**src/rtl/ball_roll.sv**
```systemverilog
// ---------------------------------------------------------------------------
// ball_roll -- bowling lane ball travel controller.
//
// A rising edge on throw while idle (with a legal power level 1..4) launches
// the ball.  It then advances one lane position every
// STEP_CYCLES*(5-power) clocks.  When the last position's period expires the
// block reports completion and the number of pins knocked, then waits for
// next_frame before returning to idle.
//
// Optional feature macro: BALL_ROLL_GUTTER_EN
//   When defined, an extra 2-bit aim input is latched at release.  An aim of
//   2'b00 or 2'b11 is a gutter ball, which scores zero pins.  Roll timing is
//   the same either way.
//
// Parameters
//   STEP_CYCLES : clock cycles per lane step at power 4
//   LANE_LEN    : number of lane positions (2..16)
//
// Ports
//   CLOCK_50   in   system clock, rising edge
//   reset      in   asynchronous active-low reset
//   throw      in   release request; its rising edge acts
//   pow_lvl    in   [2:0] power level, legal 1..4
//   next_frame in   acknowledge; returns the block from DONE to IDLE
//   aim        in   [1:0] aim, only with BALL_ROLL_GUTTER_EN
//   ball_pos   out  [3:0] current lane position
//   rolling    out  high while the ball travels
//   done       out  one-cycle pulse on roll completion
//   pins_down  out  [3:0] pins knocked, valid in DONE
//   throw_pow  out  [2:0] power latched at release
// ---------------------------------------------------------------------------
module ball_roll #(
   parameter int unsigned STEP_CYCLES = 32'd25000000,
   parameter int unsigned LANE_LEN    = 32'd12
) (
   input  logic       CLOCK_50,
   input  logic       reset,
   input  logic       throw,
   input  logic [2:0] pow_lvl,
   input  logic       next_frame,
`ifdef BALL_ROLL_GUTTER_EN
   input  logic [1:0] aim,
`endif
   output logic [3:0] ball_pos,
   output logic       rolling,
   output logic       done,
   output logic [3:0] pins_down,
   output logic [2:0] throw_pow
);

   typedef enum logic [1:0] {
      ST_IDLE = 2'd0,
      ST_ROLL = 2'd1,
      ST_DONE = 2'd2
   } state_t;

   localparam logic [31:0] STEP_32  = 32'(STEP_CYCLES);
   localparam logic [3:0]  LAST_POS = 4'(LANE_LEN - 32'd1);

   // Pin count awarded for each legal power level; anything else scores zero.
   function automatic logic [3:0] pins_for_pow(input logic [2:0] pow);
      logic [3:0] pins;
      case (pow)
         3'd1:    pins = 4'd2;
         3'd2:    pins = 4'd5;
         3'd3:    pins = 4'd8;
         3'd4:    pins = 4'd10;
         default: pins = 4'd0;
      endcase
      return pins;
   endfunction

   state_t      state_q,      state_d;
   logic [3:0]  ball_pos_q,   ball_pos_d;
   logic        rolling_q,    rolling_d;
   logic        done_q,       done_d;
   logic [3:0]  pins_down_q,  pins_down_d;
   logic [2:0]  throw_pow_q,  throw_pow_d;
   logic [31:0] step_cnt_q,   step_cnt_d;
   logic        throw_prev_q, throw_prev_d;
`ifdef BALL_ROLL_GUTTER_EN
   logic [1:0]  aim_q,        aim_d;
   logic        gutter_s;
`endif

   logic        throw_edge_s;
   logic        pow_valid_s;
   logic [31:0] period_s;
   logic        period_end_s;
   logic [3:0]  score_s;

   assign throw_edge_s = throw & ~throw_prev_q;
   assign pow_valid_s  = (pow_lvl >= 3'd1) && (pow_lvl <= 3'd4);
   // Period is derived from the latched power, so pow_lvl changes mid-roll
   // cannot disturb timing.
   assign period_s     = STEP_32 * (32'd5 - {29'd0, throw_pow_q});
   assign period_end_s = (step_cnt_q == (period_s - 32'd1));

`ifdef BALL_ROLL_GUTTER_EN
   assign gutter_s = (aim_q == 2'b00) || (aim_q == 2'b11);
   assign score_s  = gutter_s ? 4'd0 : pins_for_pow(throw_pow_q);
`else
   assign score_s  = pins_for_pow(throw_pow_q);
`endif

   // Next-state and next-output computation for the roll controller.
   always_comb begin
      state_d      = state_q;
      ball_pos_d   = ball_pos_q;
      rolling_d    = rolling_q;
      done_d       = 1'b0;
      pins_down_d  = pins_down_q;
      throw_pow_d  = throw_pow_q;
      step_cnt_d   = step_cnt_q;
      throw_prev_d = throw;
`ifdef BALL_ROLL_GUTTER_EN
      aim_d        = aim_q;
`endif

      case (state_q)
         ST_IDLE: begin
            if (throw_edge_s && pow_valid_s) begin
               state_d     = ST_ROLL;
               throw_pow_d = pow_lvl;
               ball_pos_d  = 4'd0;
               rolling_d   = 1'b1;
               step_cnt_d  = 32'd0;
`ifdef BALL_ROLL_GUTTER_EN
               aim_d       = aim;
`endif
            end else begin
               state_d = ST_IDLE;
            end
         end

         ST_ROLL: begin
            if (period_end_s) begin
               step_cnt_d = 32'd0;
               if (ball_pos_q == LAST_POS) begin
                  // Last position's period has elapsed: ball reaches the pins.
                  state_d     = ST_DONE;
                  rolling_d   = 1'b0;
                  done_d      = 1'b1;
                  pins_down_d = score_s;
               end else begin
                  ball_pos_d = ball_pos_q + 4'd1;
               end
            end else begin
               step_cnt_d = step_cnt_q + 32'd1;
            end
         end

         ST_DONE: begin
            // next_frame takes priority over any throw edge in this state;
            // the throw sample register stays current, so a coincident edge
            // is not seen again once idle.
            if (next_frame) begin
               state_d     = ST_IDLE;
               ball_pos_d  = 4'd0;
               pins_down_d = 4'd0;
            end else begin
               state_d = ST_DONE;
            end
         end

         default: begin
            state_d     = ST_IDLE;
            ball_pos_d  = 4'd0;
            rolling_d   = 1'b0;
            pins_down_d = 4'd0;
            step_cnt_d  = 32'd0;
         end
      endcase
   end

   // State and registered-output flops; throw sample resets high so a throw
   // held through reset release does not launch.
   always_ff @(posedge CLOCK_50 or negedge reset) begin
      if (!reset) begin
         state_q      <= ST_IDLE;
         ball_pos_q   <= 4'd0;
         rolling_q    <= 1'b0;
         done_q       <= 1'b0;
         pins_down_q  <= 4'd0;
         throw_pow_q  <= 3'd0;
         step_cnt_q   <= 32'd0;
         throw_prev_q <= 1'b1;
`ifdef BALL_ROLL_GUTTER_EN
         aim_q        <= 2'b00;
`endif
      end else begin
         state_q      <= state_d;
         ball_pos_q   <= ball_pos_d;
         rolling_q    <= rolling_d;
         done_q       <= done_d;
         pins_down_q  <= pins_down_d;
         throw_pow_q  <= throw_pow_d;
         step_cnt_q   <= step_cnt_d;
         throw_prev_q <= throw_prev_d;
`ifdef BALL_ROLL_GUTTER_EN
         aim_q        <= aim_d;
`endif
      end
   end

   assign ball_pos  = ball_pos_q;
   assign rolling   = rolling_q;
   assign done      = done_q;
   assign pins_down = pins_down_q;
   assign throw_pow = throw_pow_q;

endmodule

```
**config.mk**
```make
export PLATFORM = sky130hd
export DESIGN_NAME = ball_roll
export DESIGN_NICKNAME = d
export VERILOG_FILES = /design/src/rtl/ball_roll.sv
export SDC_FILE = /design/constraint.sdc
export NUM_CORES = 1
export LEC_CHECK = 0
export ABC_AREA = 1
export BUFFER_PORTS_ARGS = -buffer_cell sky130_fd_sc_hd__buf_2
export CAP_MARGIN = 10
export CORE_MARGIN = 8
export CORE_UTILIZATION = 50
export CTS_CLUSTER_DIAMETER = 120
export DETAILED_ROUTE_END_ITERATION = 10
export PLACE_DENSITY_LB_ADDON = 0.3
export SKIP_LAST_GASP = 1
export SYNTH_ARGS = -nofsm -noshare
export SYNTH_HDL_FRONTEND = slang
export SYNTH_SLANG_ARGS = --single-unit
```
**constraint.sdc**
```tcl
create_clock -name CLOCK_50 -period 5.5 [get_ports CLOCK_50]
set_input_delay 0 -clock CLOCK_50 [delete_from_list [all_inputs] [get_ports CLOCK_50]]
set_output_delay 0 -clock CLOCK_50 [all_outputs]
set_load 0.1 [all_outputs]
```
==> flow_summary_export.csv <==
group,metric,value,unit
worst_setup_path,path_class,"reg2reg",
floorplanning,start_util,51.5,%
clock_network,insertion_delay,0.31,ns
pwr,internal_power,0.603,mW
clock_network,cts_buffer_depth,2,
timing,maxSlewHeadroom,30.6,%
global_routing,antenna_found_initial,0,
global_routing,grt.total_usage,19.2,%
finish,fillers,991,
clock_network,cts.sink_count,47,
global_routing,grt_pass1_vias,4992,
clock_network,ctsRootBufferMaster,"clkbuf_8",
yosys,async_flop_share,100,%
timing,hold_viol,0,
yosys,yosys.area_share.simple,35.3,%
timing,worstMarginPinSlew,1.04,ns
clock_network,clkTransAtPathRegs,0.09,ns
detailed_routing,ant_nets,0,
finish,regArea,1190,um2
pwr,p_switching,0.355,mW
yosys,muxShareOfSynthArea,0,%
pwr,p_total,0.958,mW
timing,drv_slew,0,
detailed_routing,avgViaCountPerCell,5.15,
floorplanning,core-area,10900,um2
global_routing,grt_first_pass_wirelength,23.3,mm
finish,antenna_cells,0,
placed_design,dp_slack,0.0828,ns
yosys,syn_nets,911,
worst_setup_path,worstSetupEndpointType,"flop",
flow_run,max_cap_violations,0,
floorplanning,io_pins,20,
floorplanning,rows,38,
detailed_routing,drt-total-wl,14.5,mm
yosys,synth_edf_count,0,
yosys,synthXorXnorAreaFrac,7.35,%
detailed_routing,post_drt_wl_per_cell,14.2,um
finish,drive_gt1_share,23.2,%
detailed_routing,drc_errors,0,
clock_network,cts-htree-levels,2,
detailed_routing,drt_iter0_markers,303,
pwr,p_clk_share,21.4,%
yosys,synth_compound_area_share,4.76,%
run_status,outcome,"finished clean",
worst_setup_path,cpPeakStageDelay,0.49,ns
timing,post-route-min-period,5.49,ns
yosys,ys_seq_area_share,21.0,%
yosys,syn_inst,822,
yosys,yosysWarnings,0,
timing,skew,0.0121,ns
pwr,comb_power_share,35.1,%
placed_design,io_buffer_count,19,
detailed_routing,drtPass1Iterations,5,
floorplanning,die_w,122,um
finish,syn_to_final_growth,21.0,%
clock_network,cts_tree,"yes",
worst_setup_path,cp_slowest_cell,"fa_1",
timing,setup_ws,0.00626,ns
clock_network,cts-buffers-inserted,5,
yosys,synth.top_cell.area_share,20.5,%
hold_path,hold_class,"in2reg",
yosys,synth_top_cell_by_area,"dfrtp_1",
yosys,synth_top_family_by_area,"simple AND/OR/NAND/NOR gates",
worst_setup_path,cp_max_fo,7,
yosys,ys_types,42,
finish,multi_input_area,4270,um2
timing,setup_viol,0,
yosys,synth_adder_area_share,20.6,%
placed_design,gp_congestion,0.985,
worst_setup_path,start_kind,"flop",
placed_design,place_inst,989,
timing,max_freq,182,MHz
global_routing,overflow,0,
finish,layout.cells.non_filler,1024,
yosys,synthFlopType,"dfrtp_1",
finish,final_nets,972,
worst_setup_path,required,5.69,ns
pwr,power.density,141,nW/um2
timing,fin_crit_sh,99.9,%
placed_design,hpwlAfterDp,10.8,mm
worst_setup_path,worstPathArrival,5.68,ns
yosys,synth-seq-cells,47,
timing,grt_setup_unrepaired,"yes",
detailed_routing,vias,5276,
pwr,peakVddDrop,0.223,mV
pwr,switching_share,37.1,%
global_routing,grt_max_degree,48,
floorplanning,dieArea,14900,um2
pwr,power.share.sequential,43.5,%
yosys,avgSynthCellArea,6.82,um2
pwr,p_leak,3.42,nW
yosys,synth.area.top_cells,"dfrtp_1 (21%), nand2_1 (15%), ha_1 (15%)",
yosys,synth_area,5600,um2
floorplanning,die_h,122,um
[final timing paths]
kind | start | end | slack [ns] | cells after the start
setup / recovery | throw_pow[1]$_DFFE_PN0P_ | step_cnt_q[18]$_DFFE_PN0P_ | 0.006 | 28
hold / removal | next_frame | state_q[1]$_DFFE_PN0P_ | 0.17 | 3
setup reg to reg | throw_pow[1]$_DFFE_PN0P_ | step_cnt_q[18]$_DFFE_PN0P_ | 0.006 | 28
hold reg to reg | pins_down[1]$_DFFE_PN0P_ | pins_down[1]$_DFFE_PN0P_ | 0.49 | 2
max in group asynchronous | reset | throw_pow[2]$_DFFE_PN0P_ | 4.33 | 2
min in group asynchronous | reset | ball_pos[1]$_DFFE_PN0P_ | 0.43 | 2
[final cells by class]
class | instances | share of cell area (%)
sequential | 47 | 17.5
clock inverter | 2 | 0.185
tap | 140 | 2.58
clock buffer | 6 | 1.07
multi-input combinational | 624 | 63.0
inverter | 140 | 7.97
timing repair buffer | 65 | 7.68
[metal layers]
metal / up-vias / global-route usage [%] / share of wire [%]
met1: 2477 / 25.2 / 46
met4: 0 / 4.55 / 1.2
met3: 11 / 1.57 / 3.2
met2: 87 / 33.4 / 49
li1: 2701 / - / -
met5: - / 0 / 0
[sequential cells by signal, summed over array words and instances, names as in the netlist]
name	count
throw_pow	3
step_cnt_q	32
state_q	2
ball_pos	4
done	1
rolling	1
throw_prev_q	1
pins_down	3
[cell usage after synthesis, types with 2 or more instances]
cell      instances
nand3_2           3
dfrtp_1          46
clkbuf_1          2
nand3_1          69
or2_2             6
inv_1           136
nand2_1         223
o21ai_1           2
nor2_2           23
nor3_1           13
xor2_1           36
nor2_1           77
o21ai_0          13
buf_2             3
buf_4             3
xnor2_1          11
nand4_1          17
inv_2             2
o22ai_1           3
o31ai_1           3
nand2_2           3
fa_1             17
ha_1             65
a21oi_1          21
nor4_1            5
buf_8             2
nand3b_1          3
[critical path: cells and delay by family (launching register included)]
family	cells	cell delay (ns)
AOI/OAI and AO/OA	1	0.20
xor gates and xnor gates	1	0.15
adders and majority gates	7	2.37
buffers and inverters	6	0.63
DFF	1	0.48
and+or+nand+nor	13	1.51
[timing repair]
item                                   in CTS  in global routing
hold buffers                                5                  0
setup endpoints to repair                   0                 42
buffers inserted                            0                 22
gates resized for setup                     0                104
endpoints found under the hold margin      50                  0
[through the flow]
step	hold slack (ns)	TNS (ns)	area [um2]	utilization, %
4_1_cts	0.151	0	6190	56.9
3_3_place_gp	0.116	0	6060	55.7
5_1_grt	0.164	-6.84	6780	62.3
3_5_place_dp	0.118	0	6060	55.7
6_report	0.171	0	6780	62.3
2_1_floorplan	-0.296	0	5710	-
[cell usage in the layout, fill, tap and decap left out, drive strengths merged]
cell,n
a21o,1
a21oi,21
a22oi,1
a31oi,1
buf,59
clkbuf,7
clkinv,2
clkinvlp,3
conb,1
dfrtp,46
dfstp,1
dlygate4sd3,5
fa,17
ha,65
inv,137
nand2,227
nand3,72
nand3b,3
nand4,17
nor2,102
nor3,13
nor3b,1
nor4,5
o211ai,1
o21ai,15
o21bai,1
o22ai,3
o31ai,3
o32ai,1
or2,6
xnor2,11
xor2,36
[logic make-up (layout without fill, tap and decap cells)]
| family | count (synthesis) | in the layout |
|---|---|---|
| and+or+nand+nor | 446 | 446 |
| buffers and inverters | 151 | 213 |
| adders and majority gates | 82 | 82 |
| AOI/OAI and AO/OA | 48 | 48 |
| xor gates and xnor gates | 47 | 47 |
| DFF | 47 | 47 |
| other | 1 | 1 |
[power by group through the flow]
| stage | clock network, mW | registers (mW) | logic, mW |
|---|---|---|---|
| after floorplan | 0 | 0.429 | 0.221 |
| after global placement | 0 | 0.422 | 0.294 |
| after detailed placement | 0 | 0.424 | 0.299 |
| after CTS | 0.212 | 0.417 | 0.304 |
| after global routing | 0.225 | 0.423 | 0.380 |
| final | 0.205 | 0.417 | 0.336 |
No activity file was read; power rests on OpenSTA's default activity.
